### src/rtl/regfile_write_arbiter.sv
// Arbitrates the single regfile write port between the CPU writeback stage and the
// I/O peripheral: fixed CPU priority with a starvation guard for I/O.
module regfile_write_arbiter #(
    parameter int unsigned MAX_WAIT = 4,
    parameter int unsigned CNT_W    = 16
) (
    input  logic             clock,
    input  logic             ctrl_reset_n,
    input  logic             cpu_valid,
    input  logic [4:0]       cpu_rd,
    input  logic [31:0]      cpu_data,
    output logic             cpu_ready,
    input  logic             io_valid,
    input  logic [4:0]       io_rd,
    input  logic [31:0]      io_data,
    output logic             io_ready,
    output logic             ctrl_writeEnable,
    output logic [4:0]       ctrl_writeReg,
    output logic [31:0]      data_writeReg,
    output logic [CNT_W-1:0] starve_events
);

    localparam int unsigned WAIT_W = $clog2(MAX_WAIT + 1);

    typedef enum logic {
        PRIO_CPU,
        PRIO_IO
    } state_e;

    state_e             state_q, state_d;
    logic [WAIT_W-1:0]  io_wait_q, io_wait_d;
    logic [CNT_W-1:0]   starve_q, starve_d;
    logic               we_q, we_d;
    logic [4:0]         addr_q, addr_d;
    logic [31:0]        data_q, data_d;

    logic cpu_xfer;
    logic io_xfer;
    logic io_blocked;

    // Ready depends only on state and the other side's valid, never on its own valid.
    always_comb begin
        cpu_ready = 1'b0;
        io_ready  = 1'b0;
        if (ctrl_reset_n) begin
            if (state_q == PRIO_CPU) begin
                cpu_ready = 1'b1;
                io_ready  = !cpu_valid;
            end else begin
                io_ready  = 1'b1;
                cpu_ready = !io_valid;
            end
        end
    end

    assign cpu_xfer   = cpu_valid && cpu_ready;
    assign io_xfer    = io_valid && io_ready;
    assign io_blocked = io_valid && !io_ready;

    always_comb begin
        state_d   = state_q;
        io_wait_d = io_wait_q;
        starve_d  = starve_q;
        we_d      = 1'b0;
        addr_d    = addr_q;
        data_d    = data_q;

        if (io_xfer || !io_valid) begin
            io_wait_d = '0;
        end else if (io_blocked && (io_wait_q != WAIT_W'(MAX_WAIT))) begin
            io_wait_d = io_wait_q + WAIT_W'(1);
        end

        case (state_q)
            PRIO_CPU: begin
                if (io_blocked && (io_wait_q == WAIT_W'(MAX_WAIT - 1))) begin
                    state_d = PRIO_IO;
                    if (starve_q != '1) begin
                        starve_d = starve_q + CNT_W'(1);
                    end
                end
            end
            PRIO_IO: begin
                if (io_xfer || !io_valid) begin
                    state_d = PRIO_CPU;
                end
            end
            default: state_d = PRIO_CPU;
        endcase

        // Writes to r0 still complete the handshake but never assert the enable.
        if (cpu_xfer) begin
            we_d   = (cpu_rd != '0);
            addr_d = cpu_rd;
            data_d = cpu_data;
        end else if (io_xfer) begin
            we_d   = (io_rd != '0);
            addr_d = io_rd;
            data_d = io_data;
        end
    end

    always_ff @(posedge clock or negedge ctrl_reset_n) begin
        if (!ctrl_reset_n) begin
            state_q   <= PRIO_CPU;
            io_wait_q <= '0;
            starve_q  <= '0;
            we_q      <= 1'b0;
            addr_q    <= '0;
            data_q    <= '0;
        end else begin
            state_q   <= state_d;
            io_wait_q <= io_wait_d;
            starve_q  <= starve_d;
            we_q      <= we_d;
            addr_q    <= addr_d;
            data_q    <= data_d;
        end
    end

    assign ctrl_writeEnable = we_q;
    assign ctrl_writeReg    = addr_q;
    assign data_writeReg    = data_q;
    assign starve_events    = starve_q;

endmodule

### config.mk
export PLATFORM = sky130hd
export DESIGN_NAME = regfile_write_arbiter
export DESIGN_NICKNAME = d
export VERILOG_FILES = /design/src/rtl/regfile_write_arbiter.sv
export SDC_FILE = /design/constraint.sdc
export NUM_CORES = 1
export LEC_CHECK = 0
export CAP_MARGIN = 5
export CORE_MARGIN = 2
export CORE_UTILIZATION = 45
export CTS_CLUSTER_SIZE = 24
export DETAILED_ROUTE_END_ITERATION = 7
export PLACE_DENSITY = 0.95
export SYNTH_ARGS = -nofsm -noshare
export SYNTH_HDL_FRONTEND = slang
export SYNTH_SLANG_ARGS = --single-unit
### constraint.sdc
create_clock -name clock -period 3.7 [get_ports clock]
set_input_delay 0.555 -clock clock [delete_from_list [all_inputs] [get_ports clock]]
set_output_delay 0.555 -clock clock [all_outputs]
set_load 0.01 [all_outputs]
==> results of run 1 <==
## sequential cells by signal, indices dropped and copies added, names as in the netlist
register and flops:
state_q 1, io_wait_q 3, ctrl_writeEnable 1, ctrl_writeReg 5, starve_events 16, data_writeReg 32
## metrics by stage
stage | hold slack, ns | setup slack (ns) | std cells
6_report | 0.455 | 1.25 | 480
3_3_place_gp | 0.482 | 1.32 | 465
5_1_grt | 0.520 | 1.20 | 480
2_1_floorplan | 0.259 | 2.07 | 265
4_1_cts | 0.486 | 1.25 | 480
3_5_place_dp | 0.510 | 1.21 | 465
## worst reg2reg max path: cells and delay by family (launching register included)
family        cells  cell delay, ns
flops             1            0.44
mux               1            0.36
simple gates      3            1.24
## cell type report
| type | count | area [sq um] | area share, % |
|---|---|---|---|
| flip-flops and latches | 58 | 1450 | 32.7 |
| repair buffers | 137 | 1360 | 30.5 |
| multi-input cells | 188 | 1330 | 30.0 |
| clock buffers | 13 | 179 | 4.03 |
| well taps | 77 | 96.3 | 2.17 |
| inverters | 5 | 18.8 | 0.422 |
| clock inverters | 2 | 10.0 | 0.225 |
## where the power goes
| part | total (uW) | internal, uW | leakage, uW | switching (uW) |
|---|---|---|---|---|
| Combinational | 433 | 262 | 0.00128 | 172 |
| Clock | 542 | 310 | 0.000101 | 232 |
| Sequential | 755 | 709 | 0.000695 | 46.4 |
## worst paths after layout
path | endpoint | slack (ns)
max in group asynchronous | io_wait_q[1] | 2.73
worst min-delay path | starve_events[15] | 0.45
worst min register to register | starve_events[14] | 0.52
min in group clock | starve_events[14] | 0.52
worst max-delay path | cpu_ready | 1.25
worst max register to register | starve_events[1] | 1.53
## cells in the final DEF (no fill, tap or decap), drive strengths merged
cell type      netlist  layout
o21a                 1       1
mux2                 2       2
nor4                 7       7
o21ai                1       1
a21boi               1       1
nand4                5       5
o211ai               1       1
o22ai                1       1
clkdlybuf4s50        0     132
nor2                41      41
inv                  5       5
clkbuf               4      13
mux2i               37      37
nand3b               1       1
dfrtp               58      58
nor4b                2       2
xor2                10      10
nor3                 2       2
a21oi               39      39
or2                  1       1
nand4b               1       1
or4                  2       2
and3                 3       3
buf                 10       5
nor3b                1       1
nand3                6       6
or3                  1       1
xnor2                5       5
ha                   4       4
nand2               10      10
clkinv               0       2
nand2b               3       3
## routing by layer
layer / GRT usage, % / vias to the layer above / part of all wire [%]
met3: 4.25 / 10 / 5.7
met5: 0 / - / 0
met1: 26.7 / 1192 / 41
met2: 38.7 / 82 / 52
met4: 8.65 / 0 / 1.4
li1: - / 1195 / -
## kinds of logic after synthesis
logic type,after synthesis
xor gates and xnor gates,15
muxes,39
adders and majority gates,4
buffers and inverters,19
and+or+nand+nor,86
DFF,58
AOI/OAI and AO/OA,44
==> flow_summary.ini, run 1 <==
[run_status]
outcome = finished clean

[placement]
number_of_input_and_output_port_buffers_inserted = 133
hpwlAfterDp_microns = 5560
placement_stage_cell_area_sq_um = 4250
place_congestion = 0.785

[critical_path]
critPathBufInv = 2
crit_start = io_valid
worst_setup_path_end_kind = output pin
crit_fanout = 5
critical_path_depth = 3
ff2ff_path_depth = 4
setup_cp_type = primary input to output pin
critPathLaunchType = primary input
timing.rr.start = starve_events[12]
path_common_cell = sky130_fd_sc_hd__clkdlybuf4s50_1
critical_path.max_stage_delay_ns = 0.59
crit_required_ns = 3.14
cp.arrival_ns = 1.89
cp_cell_sequence = clkdlybuf4s50_1, a21boi_1, clkdlybuf4s50_1
cpLargestDelayFamily = buffers and inverters
critical_path.slowest_cell = sky130_fd_sc_hd__clkdlybuf4s50_1

[finish]
fin_util_pct = 70.8
diodes_inserted = 0
final_layout_size_suffix_gt1_share_pct = 8.44
syn2layout_area_growth_pct = 53.9
fin_nets = 481
num-fill-cells = 467
fin_area_sq_um = 4440

[timing]
drv_slew = 0
finalHoldViolations = 0
grt_setup_unrepaired = no
achievable-frequency_mhz = 408
slew_headroom_pct = 40.2
worstMarginPinSlew_ns = 0.890
layout_worst_path_cycle_share_pct = 66.2
timing.clock.skew_ns = 0.00483
period_needed_ns = 2.45
totalNegativeSetupSlack_ns = 0
finalSetupViolations = 0

[power]
total_leakage_power_uw = 0.00207
worst_case_vdd_ir_drop_uv = 316
power_uw = 1730
power_per_cell_area_nw_per_um2 = 390

[floorplanning]
die_height_microns = 84.1
design.die.area_sq_um = 7070
coreArea_sq_um = 6280
die_width_microns = 84.1
ios = 134
floorplan.rows = 29
floorplan.initialDensity_pct = 46.0

[synth]
synth_warnings = 0
postSynth.topFlopCell = sky130_fd_sc_hd__dfrtp_1
synth-compound-area-share_pct = 7.93
post_synth_xor_area_fraction_pct = 4.55
mux_share_of_post_synthesis_cell_area_pct = 13.6
synth.top_cells.by_area = sky130_fd_sc_hd__dfrtp_1 (50%), sky130_fd_sc_hd__mux2i_1 (13%), sky130_fd_sc_hd__a21oi_1 (6.8%)
netlist_area_sq_um = 2890
synth_edf_count = 0
syn_area_per_cell_sq_um = 10.9
simple_gate_portion_of_the_synthesized_area_pct = 18.2
yosysMostFrequentCell = sky130_fd_sc_hd__dfrtp_1
synth_largest_type_area_fraction_pct = 50.3
instance_count_of_the_mapped_netlist = 265
netlist.top_cell.by_area = sky130_fd_sc_hd__dfrtp_1
synth_fp_nets = 347
ys_seq_elements = 58
yosysUniqueCellTypes = 37
synth_top_family_by_area = simple AND/OR/NAND/NOR gates
yosysSeqAreaShare_pct = 50.3
synthTopCellsByCount = sky130_fd_sc_hd__dfrtp_1 (58), sky130_fd_sc_hd__nor2_1 (41), sky130_fd_sc_hd__a21oi_1 (39)
synth_adder_area_share_pct = 1.73
synth_async_sr_flop_share_pct = 100

[cts]
clk_path_buf_depth = 2
cts.clk_slew.worst_paths_ns = 0.06
postCtsSetupRepairBufs = 0
numClockSinks = 58
cts_buffer_count = 9
cts_tree = built
cts.root.buffer_cell = sky130_fd_sc_hd__clkbuf_8
htree_levels = 3
hold_fix_buffers_cts = 0
clk-insertion-delay-late_ns = 0.32
cts_repair_resize_count = 0

[route]
vias_after_detailed_routing = 2479
per_cell_routed_wire_length_microns = 15.7
viasPerCell = 5.16
drt_pass1_iterations = 4
wl_microns = 7540
post-route-drc-count = 0
drt_iter0_markers = 70
remaining_antenna_violation_count_after_routing = 0

[grt]
grt_overall_usage_pct = 22.1
grt_max_degree = 61
gr-total-overflow = 0
grt_antenna_before_repair = 0
first_global_vias = 2612
first_pass_grt_wire_length_microns = 12300

[job]
max_cap_violations = 0

[worst_hold_path]
worst_hold_class = primary input to async pin
Note: power is estimated with default switching activity, not from simulation.
==> run 2: changes to the inputs <==
CORE_UTILIZATION = 41   (was 45)
PLACE_DENSITY = 0.89   (was 0.95)
clock period = 2.45 ns   (was 3.7 ns; I/O delays follow)
==> run 2 against run 1 <==
Sequential share of layout area decreased by 0.52 points. Total power increased by 54%. Final cell count increased by 4.4%. Cell area increased by 1.6%. Global-route usage decreased by 2.0 points. Die area increased by 9.3%. Setup slack got worse by 1.1 ns. Routed wire length decreased by 0.68%. Non-clock buffer count increased by 1. Clock-buffer cell count increased by 1. Hold slack got worse by 0.0029 ns. Register-to-register slack got worse by 0.91 ns. Largest power group unchanged.
==> flow_summary.ini, run 2 (synthesis gave the netlist of run 1 again) <==
[finish]
final_layout_size_suffix_gt1_share_pct = 8.15
syn2layout_area_growth_pct = 56.3
layout.cells.most_common_list = sky130_fd_sc_hd__clkdlybuf4s50_1 (132), sky130_fd_sc_hd__dfrtp_1 (58), sky130_fd_sc_hd__nor2_1 (41)
largest_register_ffs = 32
layout_commonest_cell = sky130_fd_sc_hd__clkdlybuf4s50_1
fin_nets = 482
diodes_inserted = 0
num-fill-cells = 559

[placement]
place_congestion = 0.866
post-place-ws_ns = 0.361
hpwlAfterDp_microns = 5470
number_of_input_and_output_port_buffers_inserted = 133

[floorplanning]
floorplan.initialDensity_pct = 42.5
design.die.area_sq_um = 7730
floorplan.rows = 30
ios = 134
die_width_microns = 87.9
die_height_microns = 87.9
coreArea_sq_um = 6790

[cts]
numClockSinks = 58
htree_levels = 3
cts_tree = built
clk-insertion-delay-late_ns = 0.33
cts.clk_slew.worst_paths_ns = 0.06
cts.root.buffer_cell = sky130_fd_sc_hd__clkbuf_8
cts_buffer_count = 9
clk_path_buf_depth = 2
postCtsSetupRepairBufs = 0

[grt]
gr-total-overflow = 0
grt_antenna_before_repair = 0
first_global_vias = 2540
grt_overall_usage_pct = 20.1
first_pass_grt_wire_length_microns = 11800
grt_max_degree = 76

[timing]
drv_slew = 0
achievable-frequency_mhz = 432
period_needed_ns = 2.31
worstMarginPinSlew_ns = 0.717
layout_setup_ws_ns = 0.135
slew_headroom_pct = 52.2
layout_worst_path_cycle_share_pct = 94.5
timing.hold.ws_ns = 0.452
totalNegativeSetupSlack_ns = 0
finalSetupViolations = 0
timing.clock.skew_ns = 0.00722
finalHoldViolations = 0
grt_setup_unrepaired = no

[critical_path]
timing.rr.start = starve_events[12]
cpLargestDelayFamily = buffers and inverters
reg2reg_to = starve_events[15]
cp_cell_sequence = dlygate4sd3_1, buf_2, a21boi_2, clkdlybuf4s50_1
worst_setup_path_end_kind = output pin
crit_fanout = 8
critical_path.slowest_cell = sky130_fd_sc_hd__clkdlybuf4s50_1
critPathBufInv = 3
setup_cp_type = primary input to output pin
crit_required_ns = 2.08
ff2ff_path_depth = 5
critPathLaunchType = primary input
regToRegSetupSlack_ns = 0.62
cp.arrival_ns = 1.95
critical_path.max_stage_delay_ns = 0.56

[route]
remaining_antenna_violation_count_after_routing = 0
per_cell_routed_wire_length_microns = 15.0
drt_pass1_iterations = 4
drt_iter0_markers = 75
post-route-drc-count = 0
wl_microns = 7490
viasPerCell = 4.95
vias_after_detailed_routing = 2479

[power]
power_uw = 2670
total_leakage_power_uw = 0.00209
worst_case_vdd_ir_drop_uv = 310
power_per_cell_area_nw_per_um2 = 591

[job]
max_cap_violations = 0

[worst_hold_path]
worst_hold_class = primary input to async pin

[run_status]
outcome = finished clean
==> run 2: cell count changes in the layout (fill, tap and decap cells not counted) <==
cell / previous run / this run
sky130_fd_sc_hd__a21boi_1: 1 / 0
sky130_fd_sc_hd__dlygate4sd3_1: 0 / 1
sky130_fd_sc_hd__bufinv_16: 0 / 1
sky130_fd_sc_hd__buf_4: 4 / 2
sky130_fd_sc_hd__clkbuf_1: 0 / 3
sky130_fd_sc_hd__clkinv_2: 2 / 1
sky130_fd_sc_hd__buf_12: 0 / 2
sky130_fd_sc_hd__a21boi_2: 0 / 1
sky130_fd_sc_hd__clkbuf_8: 13 / 11
==> run 2: cell type report <==
cell class	count	area, sq um	area share [%]
flip-flops and latches	58	1450	32.2
repair buffers	138	1390	30.8
multi-input cells	188	1340	29.6
clock buffers	14	163	3.60
well taps	96	120	2.66
clock inverters	2	35.0	0.776
inverters	5	18.8	0.416
==> run 2: power breakdown <==
group | internal (uW) | total (uW) | switching (uW)
clock | 525 | 880 | 355
sequential | 1070 | 1140 | 66.0
combinational | 398 | 651 | 254
==> run 2: what timing repair did <==
item | in CTS | in global routing
hold buffers | 1 | 0
setup endpoints to repair | 0 | 1
gates resized for setup | 0 | 1
endpoints found under the hold margin | 2 | 0
==> run 2: per-stage QoR <==
step	instance area, sq um	util [%]	cells
final	4510	66.4	501
after global routing	4510	66.4	501
after CTS	4510	66.4	501
after detailed placement	4300	63.3	484
after global placement	4300	63.3	484
after floorplan	2890	-	265
==> run 2: per-layer routing <==
metal  share of wire, %  GRT usage, %  wire, microns  vias to the layer above
li1                   -             -              -                     1200
met1                 42          23.6           3130                     1153
met2                 48          33.6           3590                      105
met3                6.9          4.43            516                       21
met4                3.4          11.7            255                        0
met5                  0             0              0                        -
==> run 2: worst max path at each step <==
stage          slack (ns)  cells past startpoint           endpoint    startpoint
6_report             0.14                      4          cpu_ready  ctrl_reset_n
5_1_grt              0.05                      4          cpu_ready  ctrl_reset_n
4_1_cts              0.07                      4          cpu_ready  ctrl_reset_n
3_5_place_dp         0.36                      5  starve_events[12]      io_valid
3_3_place_gp         0.42                      5  starve_events[12]      io_valid
2_1_floorplan        0.82                      6  starve_events[12]  io_wait_q[0]
